## src/rtl/tick_pkg.sv

```systemverilog
// tick_pkg: shared FSM encoding and game-period defaults for the tick scheduler.
package tick_pkg;
  localparam int GAME_W = 32;
  localparam logic [31:0] GAME_DEFAULT = 32'd49999999;
  typedef enum logic [1:0] {ST_RUN, ST_PAUSED, ST_STEP} state_t;
endpackage

```

## src/rtl/tick_div.sv

```systemverilog
// tick_div: free-running modulo-DIV counter with a registered one-cycle tick.
// With TICK_CLKOUT_EN defined the counter MSB is also exported as a square wave.
module tick_div #(
  parameter int DIV = 4
) (
  input  logic clk,
  input  logic clr_n,
  output logic o_tick
`ifdef TICK_CLKOUT_EN
  ,
  output logic o_msb
`endif
);
  localparam int W = $clog2(DIV);
  logic [W-1:0] r_cnt;
  logic w_last;
  assign w_last = r_cnt == W'(DIV - 1);
`ifdef TICK_CLKOUT_EN
  assign o_msb = r_cnt[W-1];
`endif
  always_ff @(posedge clk or negedge clr_n)
    if (!clr_n) begin
      r_cnt  <= '0;
      o_tick <= 1'b0;
    end else begin
      r_cnt  <= w_last ? '0 : r_cnt + 1'b1;
      o_tick <= w_last;
    end
endmodule

```

## src/rtl/tick_scheduler.sv

```systemverilog
// tick_scheduler: pixel, segment-scan and pausable/reprogrammable game clock-enable strobes.
// Define TICK_CLKOUT_EN to add the legacy square-wave outputs dclk, segclk and gameclk.
module tick_scheduler
  import tick_pkg::state_t, tick_pkg::ST_RUN, tick_pkg::ST_PAUSED, tick_pkg::ST_STEP;
#(
  parameter int PIX_DIV = 4,
  parameter int SEG_DIV_LOG2 = 18,
  parameter int GAME_W = tick_pkg::GAME_W,
  parameter logic [GAME_W-1:0] GAME_DEFAULT = GAME_W'(tick_pkg::GAME_DEFAULT)
) (
  input  logic              clk,
  input  logic              clr_n,
  input  logic              pause_req,
  input  logic              step_req,
  input  logic              cfg_valid,
  input  logic [GAME_W-1:0] cfg_period,
  output logic              cfg_ready,
  output logic              cfg_pending,
  output logic              pix_tick,
  output logic              seg_tick,
  output logic              game_tick,
  output logic              paused
`ifdef TICK_CLKOUT_EN
  ,
  output logic              dclk,
  output logic              segclk,
  output logic              gameclk
`endif
);
  state_t r_state;
  logic [GAME_W-1:0] r_gcnt, r_period, r_shadow;
  logic r_pending, r_step_q, r_game_tick;
  logic w_step_edge, w_wrap;
  assign w_step_edge = step_req & ~r_step_q;
  assign w_wrap      = r_gcnt == r_period;
  assign cfg_pending = r_pending;
  assign cfg_ready   = ~r_pending;
  assign game_tick   = r_game_tick;
  assign paused      = r_state != ST_RUN;

  tick_div #(.DIV(PIX_DIV)) u_pix (
    .clk    (clk),
    .clr_n  (clr_n),
    .o_tick (pix_tick)
`ifdef TICK_CLKOUT_EN
    ,
    .o_msb  (dclk)
`endif
  );

  tick_div #(.DIV(2 ** SEG_DIV_LOG2)) u_seg (
    .clk    (clk),
    .clr_n  (clr_n),
    .o_tick (seg_tick)
`ifdef TICK_CLKOUT_EN
    ,
    .o_msb  (segclk)
`endif
  );

  // A new period only lands at an interval boundary or while paused with gcnt cleared,
  // so gcnt can never overshoot a shrunken period.
  always_ff @(posedge clk or negedge clr_n)
    if (!clr_n) begin
      r_state     <= ST_RUN;
      r_gcnt      <= '0;
      r_period    <= GAME_DEFAULT;
      r_shadow    <= '0;
      r_pending   <= 1'b0;
      r_step_q    <= 1'b0;
      r_game_tick <= 1'b0;
    end else begin
      r_step_q    <= step_req;
      r_game_tick <= 1'b0;
      if (cfg_valid && !r_pending) begin
        r_shadow  <= cfg_period;
        r_pending <= 1'b1;
      end
      case (r_state)
        ST_RUN:
          if (pause_req) r_state <= ST_PAUSED;
          else if (w_wrap) begin
            r_gcnt      <= '0;
            r_game_tick <= 1'b1;
            if (r_pending) begin
              r_period  <= r_shadow;
              r_pending <= 1'b0;
            end
          end else r_gcnt <= r_gcnt + 1'b1;
        ST_PAUSED: begin
          if (r_pending) begin
            r_period  <= r_shadow;
            r_pending <= 1'b0;
            r_gcnt    <= '0;
          end
          if (!pause_req) r_state <= ST_RUN;
          else if (w_step_edge) begin
            r_state     <= ST_STEP;
            r_game_tick <= 1'b1;
            r_gcnt      <= '0;
          end
        end
        ST_STEP: begin
          if (r_pending) begin
            r_period  <= r_shadow;
            r_pending <= 1'b0;
            r_gcnt    <= '0;
          end
          r_state <= pause_req ? ST_PAUSED : ST_RUN;
        end
        default: r_state <= ST_RUN;
      endcase
    end

`ifdef TICK_CLKOUT_EN
  logic r_gameclk;
  assign gameclk = r_gameclk;
  always_ff @(posedge clk or negedge clr_n)
    if (!clr_n) r_gameclk <= 1'b0;
    else r_gameclk <= r_gameclk ^ r_game_tick;
`endif
endmodule

```

## config.mk

```make
export PLATFORM = sky130hd
export DESIGN_NAME = tick_scheduler
export DESIGN_NICKNAME = d
export VERILOG_FILES = /design/src/rtl/tick_pkg.sv /design/src/rtl/tick_div.sv /design/src/rtl/tick_scheduler.sv
export SDC_FILE = /design/constraint.sdc
export NUM_CORES = 1
export LEC_CHECK = 0
export CAP_MARGIN = 20
export CORE_MARGIN = 5
export CORE_UTILIZATION = 32
export DETAILED_ROUTE_END_ITERATION = 12
export GPL_ROUTABILITY_DRIVEN = 1
export HOLD_SLACK_MARGIN = 0.02
export PLACE_DENSITY = 0.55
export SYNTH_ARGS = -nofsm -noshare
export SYNTH_HDL_FRONTEND = slang
export SYNTH_SLANG_ARGS = --single-unit
```

## constraint.sdc

```tcl
create_clock -name clk -period 3.6 [get_ports clk]
set_input_delay 0.54 -clock clk [delete_from_list [all_inputs] [get_ports clk]]
set_output_delay 0.54 -clock clk [all_outputs]
set_load 0.05 [all_outputs]
```

Yosys cells after proc, flatten, opt, wreduce, memory -nomap -nowiden
Index checks and enable logic that the tools add are counted.
{"block": "totals", "ff_bits": 123, "input_bits": 37, "out_inout_bits": 6}
{"block": "op_classes", "reduce_logical": 10, "addsub": 3, "bitwise": 3, "n_mux": 27, "n_eq_ne": 9}
{"operator": "$mux W32", "n": 8}
{"operator": "$pmux W32 S3", "n": 1}
{"operator": "$pmux W32 S2", "n": 1}
{"operator": "$add A32 B1 Y32 const B", "n": 1}
{"operator": "$eq A32 B32 Y1", "n": 1}
{"operator": "$add A18 B1 Y18 const B", "n": 1}
{"operator": "$eq A18 B18 Y1 const B", "n": 1}
{"operator": "$mux W18", "n": 1}
{"operator": "$mux W1", "n": 9}
{"operator": "$mux W2", "n": 4}
{"operator": "$ne A2 B2 Y1 const B", "n": 3}
{"operator": "$pmux W2 S3", "n": 1}
{"operator": "$eq A2 B2 Y1 const B", "n": 2}
{"operator": "$pmux W1 S2", "n": 2}
{"operator": "$reduce_and A2 Y1", "n": 2}
{"operator": "$reduce_bool A2 Y1", "n": 2}
{"operator": "$ne A3 B3 Y1 const B", "n": 1}
{"operator": "$reduce_and A3 Y1", "n": 1}
{"operator": "$reduce_bool A3 Y1", "n": 1}
{"operator": "$add A2 B1 Y2 const B", "n": 1}
{"operator": "$eq A2 B1 Y1 const B", "n": 1}
{"operator": "$logic_not A2 Y1", "n": 1}
{"operator": "$not A1 Y1", "n": 2}
{"operator": "$reduce_or A2 Y1", "n": 1}
{"operator": "3 further kinds", "n": 3}

Longest topological paths before layout
{"block": "logic_depth", "depth_word": 7, "depth_mapped": 9}

By module
From an unflattened synthesis, not the netlist that was laid out.
{"block": "hier_totals", "hier_cells": 504, "area_unflattened_um2": 6012.0}
{"mod": "tick_scheduler", "cells_per_inst": 422, "n_inst": 1, "area_each_um2": 5026.1}
{"mod": "tick_div (u_seg)", "cells_per_inst": 77, "n_inst": 1, "area_each_um2": 894.6}
{"mod": "tick_div (u_pix)", "cells_per_inst": 5, "n_inst": 1, "area_each_um2": 91.3}

Worst setup path before layout
No wires, ideal clock.
{"block": "synth_timing", "path_type": "flip-flop to flip-flop", "from": "reg r_gcnt[0]", "to": "reg r_gcnt[28]", "n_path_buf": 1, "period_less_slack_ns": 2.337, "path_stages_with_launch": 8, "required_time_ns": 3.474, "t_arrival_ns": 2.211, "setup_slack_ns": 1.263, "path_cell_list": "dfrtp_1 ha_1 nand3_2 or4_4 or2_0 buf_2 o311a_1 a221o_1"}
{"block": "synth_via", "elab_chain_cells": 4, "word_cells_on_any_way": 5, "classes_between": "add/sub: 1; eq/ne: 1; mux: 3"}
{"element": "start, declared", "line": "tick_scheduler.sv:31", "source": "logic [GAME_W-1:0] r_gcnt, r_period, r_shadow;"}
{"element": "start signal, assigned", "line": "tick_scheduler.sv:89", "source": "end else r_gcnt <= r_gcnt + 1'b1;"}
{"element": "$add A32 B1 Y32 or $eq A32 B32 Y1 (tied branches)", "line": "tick_scheduler.sv:89, tick_scheduler.sv:35"}
{"element": "$mux W32 *", "line": "tick_scheduler.sv:82", "source": "else if (w_wrap) begin"}
{"element": "$mux W32 *", "line": "tick_scheduler.sv:81", "source": "if (pause_req) r_state <= ST_PAUSED;"}
{"element": "$pmux W32 S3 *", "line": "tick_scheduler.sv:79", "source": "case (r_state)"}
Every way passes the cells marked *; elsewhere a longest branch is shown, timed or not. The select of a mux whose other input is x is not followed.
A chain may end at the register's enable or synchronous reset.

Worst setup path after layout
{"block": "layout_timing", "from": "reg r_gcnt[15]", "to": "reg r_period[9]"}
{"block": "layout_via", "elab_chain_cells": 3}
{"element": "$eq A32 B32 Y1", "line": "tick_scheduler.sv:35", "source": "assign w_wrap = r_gcnt == r_period;"}
{"element": "$ne A2 B2 Y1 (no line)"}
{"element": "$reduce_and A3 Y1 (no line)"}
{"element": "end signal, assigned", "line": "tick_scheduler.sv:86", "source": "r_period <= r_shadow;"}
{"element": "end signal, assigned", "line": "tick_scheduler.sv:92", "source": "r_period <= r_shadow;"}
{"element": "end signal, assigned", "line": "tick_scheduler.sv:105", "source": "r_period <= r_shadow;"}
{"element": "end, declared", "line": "tick_scheduler.sv:31"}
No other way between the ends.

==> impl_metrics.py <==
metrics = {
    "finish": {
        "area_delta_synth_final_pct": 21.4,
        "layout_commonest_cell": "dfrtp_1",
        "most-common-layout-cells": "dfrtp_1, mux2_2, nand2_1, xnor2_1, clkdlybuf4s50_1",
        "final_nets": 600,
        "postLayoutCellArea_um2": 7080,
        "fin_cells": 798,
        "n_antenna_cell": 0,
        "drive_gt1_share_pct": 23.6,
        "num-fill-cells": 1714,
    },
    "placement": {
        "globalplace.congestion": 0.833,
        "place_area_um2": 6480,
        "dp_cells": 766,
        "dp_hpwl_mm": 8.85,
        "numPortBuffers": 42,
    },
    "global_routing": {
        "first_global_vias": 4116,
        "grt_max_degree": 70,
        "antenna_found_initial": 0,
        "overflow": 0,
        "grt_use_total_pct": 12.4,
        "grt_pass1_wl_mm": 21.1,
    },
    "logic_synthesis": {
        "synthTopCellsByArea": "dfrtp_1, mux2_2, dfstp_2, xnor2_1, nand2_1",
        "syn_area_per_cell_um2": 11.3,
        "netlist_area_um2": 5830,
        "async_flop_share_pct": 100,
        "ys.flop_type": "dfrtp_1",
        "yosysWarnings": 0,
        "yosysUniqueCellTypes": 56,
        "synth_top_area_share_pct": 45.0,
        "ys_seq_area_share_pct": 53.2,
        "synth-edff-count": 0,
        "yosys_register_bits": 123,
        "syn_inst": 514,
        "synth_top_area_cell": "dfrtp_1",
        "syn-num-nets": 558,
    },
    "power_and_ir_drop": {
        "vdd_drop_max_mv": 0.489,
        "clkPwrFrac_pct": 32.5,
        "switchingPower_w": 0.00168,
        "power_density_nw_per_um2": 750,
        "seqPwrFrac_pct": 40.4,
        "p_leak_nw": 2.86,
        "combPwrFrac_pct": 27.0,
        "netSwitchingFraction_pct": 31.7,
        "internal_power_w": 0.00363,
    },
    "routing": {
        "drt-initial-drc-count": 377,
        "drc": 0,
        "via_per_inst": 5.09,
        "drt-total-wl_mm": 12.7,
        "num_vias": 4058,
        "wl_per_cell_um": 15.9,
        "ant_nets": 0,
        "dr.pass1.iters": 5,
    },
    "timing": {
        "fmax_ghz": 0.362,
        "hold_violations": 0,
        "period_needed_ns": 2.76,
        "slew_violations": 0,
        "hold_slack_ns": 0.167,
        "tightestPinTransition_ns": 0.761,
        "relSlewSlack_pct": 49.3,
        "period_share_pct": 76.7,
        "rsz0062_at_grt": "no",
        "setup_viol": 0,
        "finalClockSkew_ns": 0.0107,
        "tns_ns": 0,
    },
    "die": {
        "io_pins": 43,
        "die_area_um2": 21000,
        "coreArea_um2": 18000,
        "rows": 49,
        "die_h_um": 145,
        "die_w_um": 145,
        "initial_utilization_pct": 32.5,
    },
    "clock_network": {
        "cts_root_buf": "clkbuf_16",
        "cts_setup_buffers": 0,
        "cts_made_buffers": 17,
        "cts_buffer_depth": 2,
        "cts-htree-levels": 4,
        "clkLatencyLatePin_ns": 0.42,
        "clk_pin_slew_ns": 0.06,
        "cts_tree": "built",
        "cts_sinks": 123,
        "ctsHoldBuffers": 0,
        "post_cts_resized": 0,
    },
    "run_status": {
        "status": "finished clean",
    },
    "critical_path": {
        "startpoint_type": "register",
        "worstPathArrival_ns": 3.06,
        "worstPathRequired_ns": 3.90,
        "reg2reg_depth": 7,
        "criticalPathCategory": "register to register",
        "cp_max_fo": 20,
        "endpoint_kind": "register",
    },
    "worst_hold_path": {
        "hold_path_class": "input pin to async pin",
    },
    "run": {
        "drv_cap": 0,
    },
}
-- final timing paths --
path	end	slack, ns	startpoint
worst max-delay path	r_period[9]	0.84	r_gcnt[15]
worst min-delay path	r_period[24]	0.17	clr_n
worst max register to register	r_period[9]	0.84	r_gcnt[15]
worst min register to register	u_pix.r_cnt[0]	0.43	u_pix.r_cnt[0]
max in group asynchronous	r_period[13]	2.56	clr_n
min in group clk	u_pix.r_cnt[0]	0.43	u_pix.r_cnt[0]
-- kinds of logic (layout without fill, tap and decap cells) --
| logic type | count (synthesis) | in the layout | share of synthesized area [%] |
|---|---|---|---|
| simple gates | 161 | 161 | 14.1 |
| flops | 123 | 123 | 53.2 |
| mux | 68 | 68 | 13.0 |
| compound gates | 67 | 67 | 7.79 |
| xor+xnor | 49 | 49 | 7.36 |
| buf+inv | 39 | 94 | 3.05 |
| fa+ha+maj | 7 | 7 | 1.50 |
-- sequential cells by signal (all words and copies together) (netlist names), 2 cells and up --
signal       flops
r_period        32
u_seg.r_cnt     18
r_gcnt          32
r_state          2
r_shadow        32
u_pix.r_cnt      2
-- worst max-delay path: stages (launching register included) --
cell and delay (ns):
dfrtp_1 0.45, xnor2_1 0.27, nand4_1 0.14, nor4_1 0.46, nand2_1 0.27, a221oi_4 0.35
buf_4 0.33, mux2_2 0.37
-- per-stage QoR --
stage | setup WS [ns] | util, % | total power [W]
after CTS | 0.800 | 39.4 | 0.00537
after global routing | 0.602 | 39.4 | 0.00558
after global placement | 0.863 | 36.1 | 0.00359
final | 0.840 | 39.4 | 0.00531
after floorplan | 1.26 | - | 0.00315
after detailed placement | 0.826 | 36.1 | 0.00362
-- cell usage after synthesis, types with 3 or more instances --
| master | number |
|---|---|
| and4_1 | 5 |
| nand2b_1 | 6 |
| xor2_1 | 7 |
| o22ai_1 | 4 |
| buf_4 | 4 |
| inv_1 | 13 |
| and2_1 | 3 |
| mux2_2 | 63 |
| nor2_1 | 28 |
| dfstp_2 | 18 |
| clkbuf_1 | 12 |
| a22o_1 | 3 |
| dfrtp_1 | 105 |
| nand2_1 | 43 |
| a31oi_1 | 5 |
| a21o_1 | 3 |
| nor3_1 | 6 |
| nor4_1 | 6 |
| mux2i_1 | 4 |
| ha_1 | 7 |
| buf_2 | 6 |
| nand3_2 | 3 |
| xnor2_1 | 42 |
| o21ai_0 | 11 |
| nand4_1 | 16 |
| and3_1 | 4 |
| nand3_1 | 28 |
| a21oi_1 | 21 |
-- metal layers --
layer  track usage [%]  share of wire, %  vias to the layer above
met5                 0                 0                        -
met4              4.61               2.2                        0
met3              3.99               4.7                       26
met2              19.0                48                       93
met1              16.4                45                     2026
li1                  -                 -                     1913
-- layout make-up --
cell class | count | area [um^2] | share of cell area, %
sequential | 123 | 3100 | 43.8
multi-input combinational | 352 | 2570 | 36.2
timing repair buffer | 49 | 483 | 6.82
clock buffer | 18 | 439 | 6.20
tap | 229 | 287 | 4.05
clock inverter | 14 | 159 | 2.24
inverter | 13 | 48.8 | 0.689
-- power groups by stage --
stage | registers, W | logic, W | clock network, W
4_1_cts | 0.00216 | 0.00145 | 0.00176
3_3_place_gp | 0.00217 | 0.00142 | 0
2_1_floorplan | 0.00208 | 0.00107 | 0
6_report | 0.00215 | 0.00144 | 0.00173
3_5_place_dp | 0.00218 | 0.00144 | 0
5_1_grt | 0.00220 | 0.00156 | 0.00182
(Power assumes the default switching activity.)
